===== config.mk =====
export PLATFORM = sky130hd
export DESIGN_NAME = axi_boot_loader
export DESIGN_NICKNAME = d
export VERILOG_FILES = /design/src/rtl/axi_boot_loader.sv
export SDC_FILE = /design/constraint.sdc
export NUM_CORES = 1
export LEC_CHECK = 0
export CAP_MARGIN = 20
export CORE_ASPECT_RATIO = 1.5
export CORE_UTILIZATION = 45
export DETAILED_ROUTE_END_ITERATION = 10
export PLACE_DENSITY_LB_ADDON = 0.2
export SLEW_MARGIN = 0
export SYNTH_ARGS = -nofsm -noshare
export SYNTH_HDL_FRONTEND = slang
export SYNTH_SLANG_ARGS = --single-unit

===== constraint.sdc =====
create_clock -name i_aclk -period 6.9 [get_ports i_aclk]
set_input_delay 1.38 -clock i_aclk [delete_from_list [all_inputs] [get_ports i_aclk]]
set_output_delay 1.38 -clock i_aclk [all_outputs]
set_load 0.05 [all_outputs]

===== src/rtl/axi_boot_loader.sv =====
// rtl/axi_boot_loader.sv - Holds the CPU in reset, streams a boot image into RAM as AXI4 INCR bursts, then releases the CPU.
module axi_boot_loader #(
    parameter int                ADDR_W      = 32,
    parameter int                DATA_W      = 64,
    parameter int                ID_W        = 4,
    parameter int                AXI_ID      = 0,
    parameter logic [ADDR_W-1:0] LOAD_BASE   = 32'h0000_0000,
    parameter int                BURST_LEN   = 16,
    parameter int                COUNT_W     = 20,
    parameter int                RELEASE_DLY = 4
) (
    input  logic                i_aclk,
    input  logic                i_aresetn,
    input  logic                i_start,
    input  logic [COUNT_W-1:0]  i_word_count,
    input  logic                i_s_valid,
    output logic                o_s_ready,
    input  logic [DATA_W-1:0]   i_s_data,
    output logic                o_aw_valid,
    input  logic                i_aw_ready,
    output logic [ID_W-1:0]     o_aw_id,
    output logic [ADDR_W-1:0]   o_aw_addr,
    output logic [7:0]          o_aw_len,
    output logic [2:0]          o_aw_size,
    output logic [1:0]          o_aw_burst,
    output logic                o_w_valid,
    input  logic                i_w_ready,
    output logic [DATA_W-1:0]   o_w_data,
    output logic [DATA_W/8-1:0] o_w_strb,
    output logic                o_w_last,
    input  logic                i_b_valid,
    output logic                o_b_ready,
    input  logic [ID_W-1:0]     i_b_id,
    input  logic [1:0]          i_b_resp,
    output logic                o_cpu_resetn,
    output logic                o_busy,
    output logic                o_done,
    output logic                o_error
);
    typedef enum logic [2:0] {S_IDLE, S_AW, S_W, S_B, S_REL, S_DONE, S_ERR} state_t;

    localparam logic [COUNT_W-1:0] BL_C  = COUNT_W'(BURST_LEN);
    localparam int                 DLY_W = (RELEASE_DLY > 1) ? $clog2(RELEASE_DLY) : 1;

    state_t              r_state;
    logic [COUNT_W-1:0]  r_remaining;
    logic [ADDR_W-1:0]   r_addr;
    logic [8:0]          r_beats;
    logic [8:0]          r_beat_cnt;
    logic [7:0]          r_aw_len;
    logic                r_aw_valid;
    logic                r_b_ready;
    logic [DLY_W-1:0]    r_dly_cnt;
    logic                r_cpu_resetn;
    logic                r_busy;
    logic                r_done;
    logic                r_error;

    logic [COUNT_W-1:0]  w_rem_src;
    logic [8:0]          w_beats_new;
    logic                w_beat_hs;
    logic                w_last_beat;
    logic                w_unused;

    // Next burst size: full burst or whatever is left, from word_count in IDLE else from remaining.
    assign w_rem_src   = (r_state == S_IDLE) ? i_word_count : r_remaining;
    assign w_beats_new = (w_rem_src >= BL_C) ? 9'(BURST_LEN) : w_rem_src[8:0];
    assign w_beat_hs   = (r_state == S_W) && i_s_valid && i_w_ready;
    assign w_last_beat = (r_beat_cnt == r_beats - 9'd1);
    assign w_unused    = ^i_b_id;

    always_ff @(posedge i_aclk or negedge i_aresetn) begin
        if (!i_aresetn) begin
            r_state      <= S_IDLE;
            r_remaining  <= '0;
            r_addr       <= '0;
            r_beats      <= '0;
            r_beat_cnt   <= '0;
            r_aw_len     <= '0;
            r_aw_valid   <= 1'b0;
            r_b_ready    <= 1'b0;
            r_dly_cnt    <= '0;
            r_cpu_resetn <= 1'b0;
            r_busy       <= 1'b0;
            r_done       <= 1'b0;
            r_error      <= 1'b0;
        end else begin
            case (r_state)
                S_IDLE: begin
                    if (i_start) begin
                        r_busy <= 1'b1;
                        if (i_word_count != '0) begin
                            r_remaining <= i_word_count;
                            r_addr      <= LOAD_BASE;
                            r_beats     <= w_beats_new;
                            r_aw_len    <= 8'(w_beats_new - 9'd1);
                            r_beat_cnt  <= '0;
                            r_aw_valid  <= 1'b1;
                            r_state     <= S_AW;
                        end else begin
                            r_dly_cnt <= '0;
                            r_state   <= S_REL;
                        end
                    end
                end
                S_AW: begin
                    if (i_aw_ready) begin
                        r_aw_valid <= 1'b0;
                        r_state    <= S_W;
                    end
                end
                S_W: begin
                    if (w_beat_hs) begin
                        if (w_last_beat) begin
                            r_remaining <= r_remaining - COUNT_W'(r_beats);
                            r_addr      <= r_addr + ADDR_W'({r_beats, 3'b000});
                            r_b_ready   <= 1'b1;
                            r_state     <= S_B;
                        end else begin
                            r_beat_cnt <= r_beat_cnt + 9'd1;
                        end
                    end
                end
                S_B: begin
                    if (i_b_valid) begin
                        r_b_ready <= 1'b0;
                        if (i_b_resp[1]) begin
                            r_error <= 1'b1;
                            r_busy  <= 1'b0;
                            r_state <= S_ERR;
                        end else if (r_remaining == '0) begin
                            r_dly_cnt <= '0;
                            r_state   <= S_REL;
                        end else begin
                            r_beats    <= w_beats_new;
                            r_aw_len   <= 8'(w_beats_new - 9'd1);
                            r_beat_cnt <= '0;
                            r_aw_valid <= 1'b1;
                            r_state    <= S_AW;
                        end
                    end
                end
                S_REL: begin
                    if (r_dly_cnt == DLY_W'(RELEASE_DLY - 1)) begin
                        r_cpu_resetn <= 1'b1;
                        r_done       <= 1'b1;
                        r_busy       <= 1'b0;
                        r_state      <= S_DONE;
                    end else begin
                        r_dly_cnt <= r_dly_cnt + 1'b1;
                    end
                end
                S_DONE:  r_state <= S_DONE;
                S_ERR:   r_state <= S_ERR;
                default: r_state <= S_IDLE;
            endcase
        end
    end

    assign o_s_ready    = (r_state == S_W) && i_w_ready;
    assign o_w_valid    = (r_state == S_W) && i_s_valid;
    assign o_w_data     = i_s_data;
    assign o_w_strb     = '1;
    assign o_w_last     = (r_state == S_W) && w_last_beat;
    assign o_aw_valid   = r_aw_valid;
    assign o_aw_id      = ID_W'(AXI_ID);
    assign o_aw_addr    = r_addr;
    assign o_aw_len     = r_aw_len;
    assign o_aw_size    = 3'd3;
    assign o_aw_burst   = 2'b01;
    assign o_b_ready    = r_b_ready;
    assign o_cpu_resetn = r_cpu_resetn;
    assign o_busy       = r_busy;
    assign o_done       = r_done;
    assign o_error      = r_error;
endmodule


======== Yosys cells after proc, flatten, opt, wreduce, memory -nomap -nowiden ========
Cells that the tools add are included.
storage, ports and cells
  bits in registers ....................... 88
  bits of input ports ..................... 97
  output and inout port bits .............. 130
  logic and storage cells ................. 129
operators by class
  add/sub/neg operators ................... 6
  magnitude comparators ................... 1
  eq/ne operators ......................... 22
  multiplexer cells ....................... 65
  reduce and logical (&&, ||, !) cells .... 23
operators by type and width
  operator                                              number
  two-way mux 32 bit                                    4
  two-way mux 9 bit                                     13
  two-way mux 20 bit                                    5
  case mux 32 bit (2 select lines)                      1
  two-way mux 8 bit                                     5
  case mux 20 bit (2 select lines)                      1
  adder 32 x 12 -> 32 bit                               1
  two-way mux 3 bit                                     9
  case mux 9 bit (3 select lines)                       1
  inequality test 2 bit, second input constant          13
  case mux 3 bit (7 select lines)                       1
  >= comparator 20 x 5 -> 1 bit, second input constant  1
  logical NOT 20 bit                                    1
  nonzero test 20 bit                                   1
  subtractor 20 x 9 -> 20 bit                           1
  case mux 9 bit (2 select lines)                       1
  case mux 8 bit (2 select lines)                       1
  AND reduction 7 bit                                   2
  two-way mux 1 bit                                     13
  two-way mux 2 bit                                     6
  AND reduction 6 bit                                   2
  AND reduction 5 bit                                   2
  adder 9 x 1 -> 9 bit, second input constant           1
  equality test 3 bit, second input constant            3
  other kinds (19)                                      28

======== Logic depth before layout (Yosys ltp) ========
  depth in word-level cells ............... 9
  depth in mapped cells ................... 10
  gate-level depth less buffers ........... 9

======== Worst setup path after synthesis ========
No wires, ideal clock.
  kind .................................... register to output
  from .................................... reg r_beats[1]
  to ...................................... out o_w_last
  arrival ................................. 2.459 ns
  required time ........................... 5.520 ns
  setup slack ............................. 3.061 ns
  cell stages (with the launch flop) ...... 8
  path buffers ............................ 1
  cell sequence ........................... dfrtp_1 inv_1 ha_1 xnor2_1 nor4_2 o2111ai_2 buf_2 nor2_1
between the ends
  cells in the longest elaborated chain, start to end .. 3
ends and longest elaborated chain
  item                       line  RTL
  from (decl)                48    logic [8:0] r_beats;
  from (signal assigned)     95    r_beats <= w_beats_new;
  from (signal assigned)     135   r_beats <= w_beats_new;
  subtractor 9 x 1 -> 9 bit  69    assign w_last_beat = (r_beat_cnt == r_beats - 9'd1);
  equality test 9 bit        69
  logical AND 1 bit          164   assign o_w_last = (r_state == S_W) && w_last_beat;
  to (decl)                  30    output logic o_w_last,
No other way between the ends.

======== Worst setup path in the final report ========
Same ends and word-level chain as after synthesis.

==> impl_metrics.yaml <==
clock_network:
  ctsRootBufferMaster: "sky130_fd_sc_hd__clkbuf_16"
  worst_skew_pair.late_latency_ps: 340
  cts-htree-levels: 3
  sink_count: 85
  post_cts_hold_buffer_count: 0
  cts_buffers: 9
  clk_pin_slew_worst_paths_ps: 60
  buffer_levels_on_the_longest_clock_path: 2
  cts_tree: "built"
  postCtsSetupBuffers: 0
  post_cts_resized: 0
detailed_routing:
  wl_microns: 18500
  vias_per_cell: 6.06
  route.vias.total: 5698
  dr.pass1.iters: 7
  detail_route.iter0.violations: 302
  antenna_left: 0
  average_routed_wire_per_standard_cell_microns: 19.6
  post-route-drc-count: 0
hold_path:
  min_from: "o_error$_DFFE_PN0P_"
  worst_hold_path.endpoint: "o_error$_DFFE_PN0P_"
  whs_path_depth: 1
  hold_path_class: "flip-flop to flip-flop"
worst_setup_path:
  worst-setup-path-type: "flip-flop to output port"
  startpoint_class_of_the_critical_path: "flip-flop"
  rr_worst_depth: 7
  worst_setup_path_end_kind: "output port"
  rrSetupSlack_ps: 3270
  worstReg2RegEnd: "o_aw_addr[11]$_DFFE_PN0P_"
  timing.critical_path.required_ps: 5520
  arrival_time_of_the_worst_setup_path_ps: 3280
  crit_path_max_fanout: 8
  regToRegStartpoint: "r_state[2]$_DFFE_PN0P_"
layout:
  nFillCells: 1386
  nets_finish: 861
  syn2layout_area_growth_pct: 9.44
  layout-drive-gt1-share_pct: 9.13
  multi_input_area_sq_um: 3730
  fin_cells: 941
  regArea_sq_um: 2130
  insertedDiodeCount: 0
global_routing:
  grt_first_pass_wirelength_microns: 28900
  gr-total-overflow: 0
  first_global_vias: 5471
  pin_count_of_the_biggest_net_entering_global_routing: 76
  gr-usage-all-layers_pct: 24.4
  antenna_found_initial: 0
sta:
  timing.final.crit_share_pct: 67.5
  setup-violations-final: 0
  final_hold_violation_count: 0
  fmaxAchievable_mhz: 215
  slew-limit-headroom_pct: 43.6
  grt_setup_unrepaired: "false"
  period_minus_slack_ps: 4660
  final.setup.tns_ps: 0
  slew_viol_final: 0
  max_slew.worst_pin.slew_ps: 846
  clock_skew_ps: 8.62
yosys:
  yosys.area_share.xor_xnor_pct: 2.44
  most_common_cell_in_the_netlist: "sky130_fd_sc_hd__buf_4"
  syn_inst: 754
  share_of_synthesized_area_occupied_by_flip_flops_and_latches_pct: 31.9
  syn-mean-instance-area_sq_um: 8.84
  largest_family_of_logic_cells_by_synthesized_area: "compound AO/OA/AOI/OAI gates"
  synth-main-ff-cell: "sky130_fd_sc_hd__dfrtp_1"
  ys_ff_latch: 85
  synth_compound_area_share_pct: 20.9
  top_cell_type_s_share_of_synthesized_area_pct: 31.9
  synth_area_leaders: "sky130_fd_sc_hd__dfrtp_1 (32%), sky130_fd_sc_hd__buf_4 (10%), sky130_fd_sc_hd__nand2_1 (4.3%)"
  synth_common_cells: "sky130_fd_sc_hd__buf_4 (89), sky130_fd_sc_hd__dfrtp_1 (85), sky130_fd_sc_hd__nand2_1 (77)"
  synth_simple_gate_area_share_pct: 20.0
  synth_warnings: 0
  netlist_area_sq_um: 6670
  async_s_r_ff_share_synth_pct: 100
  synth_enable_flop_cells: 0
  synth.mux.area_fraction_pct: 6.62
  synthAdderAreaFrac_pct: 4.73
  synth.largest_area_cell: "sky130_fd_sc_hd__dfrtp_1"
  yosysUniqueCellTypes: 76
placement:
  io_buffers: 73
  place_inst: 924
  place_congestion: 0.900
  dp_hpwl_microns: 13200
die:
  die_area_sq_um: 15300
  start_util_pct: 45.9
  coreArea_sq_um: 14500
  die_h_microns: 151
  die_width_microns: 101
  top_level_ports: 227
  rows: 54
power:
  leakagePower_uw: 0.00299
  power.density_cell_area_nw_per_um2: 323
  max-vdd-ir-drop_mv: 0.131
flow_run:
  maxCapViolations: 0
outcome:
  status: "finished clean"
## routing by layer
metal  vias up  GRT usage, %  part of all wire, %
met5         -             0                    0
met4         0          16.2                  5.6
met3       103          6.09                  7.6
met2       224          40.4                   49
met1      2760          27.7                   38
li1       2611             -                    -
## layout make-up
class	count	area share, %
Inverter	19	0.977
Sequential cell	85	29.1
Clock inverter	6	1.15
Tap cell	196	3.36
Timing Repair Buffer	80	11.0
Multi-Input combinational cell	545	51.1
Clock buffer	10	3.28
## registers in the layout, summed over array words and instances, names as in the netlist
signal       flops
r_state          3
o_done           1
r_remaining     20
o_busy           1
o_aw_addr       29
r_beats          9
o_b_ready        1
o_aw_len         8
r_dly_cnt        2
o_aw_valid       1
r_beat_cnt       9
o_error          1
## cell usage in the layout (no fill, tap or decap), types with 19 or more instances in the layout
master / instances
sky130_fd_sc_hd__conb_1: 20
sky130_fd_sc_hd__nand2_1: 77
sky130_fd_sc_hd__nand2b_1: 23
sky130_fd_sc_hd__nor3_1: 21
sky130_fd_sc_hd__clkdlybuf4s50_1: 72
sky130_fd_sc_hd__dfrtp_1: 85
sky130_fd_sc_hd__ha_1: 22
sky130_fd_sc_hd__o21ai_0: 42
sky130_fd_sc_hd__mux2i_1: 25
sky130_fd_sc_hd__inv_1: 19
sky130_fd_sc_hd__nor2_1: 34
## worst max-delay path by stage
stage | cells after the start | end | startpoint
after global placement | 8 | r_remaining[5]$_DFFE_PN0P_ | i_word_count[16]
after CTS | 7 | o_w_last | r_beats[1]$_DFFE_PN0P_
after floorplan | 7 | o_w_last | r_beats[1]$_DFFE_PN0P_
final | 7 | o_w_last | r_beats[1]$_DFFE_PN0P_
after global routing | 7 | o_w_last | r_beats[1]$_DFFE_PN0P_
after detailed placement | 8 | r_remaining[5]$_DFFE_PN0P_ | i_word_count[16]
## cells by family after synthesis
logic type / Yosys count
AND/OR/NAND/NOR: 255
multiplexers: 42
adder cells (fa/ha/maj): 24
XOR/XNOR: 17
flip-flops: 85
AO/OA/AOI/OAI: 187
other: 2
buffers and inverters: 142
## power breakdown
| group | switching (uW) | total [uW] | internal (uW) | leakage, uW |
|---|---|---|---|---|
| clock network | 206 | 532 | 327 | 0.000163 |
| logic | 708 | 1100 | 396 | 0.00172 |
| registers | 124 | 719 | 595 | 0.00111 |
| total | 1040 | 2360 | 1320 | 0.00299 |
## through the flow
step	total power [uW]	utilization (%)	worst slack [ps]	hold slack (ps)	cell area (sq um)
final	2360	50.2	2240	474	7300
after global placement	1780	47.8	2410	453	6940
after CTS	2350	50.1	2230	479	7280
after global routing	2500	50.2	2150	487	7300
after detailed placement	1820	47.9	2350	460	6950
after floorplan	1650	-	3060	484	6740
## critical path, cell delays in order, from the launching register on
cell                              delay, ps
sky130_fd_sc_hd__dfrtp_1                590
sky130_fd_sc_hd__inv_1                  140
sky130_fd_sc_hd__ha_1                   310
sky130_fd_sc_hd__xnor2_1                140
sky130_fd_sc_hd__nor4_2                 360
sky130_fd_sc_hd__o2111ai_2              180
sky130_fd_sc_hd__nor2_1                 330
sky130_fd_sc_hd__clkdlybuf4s50_1        880
(Power assumes the default switching activity.)
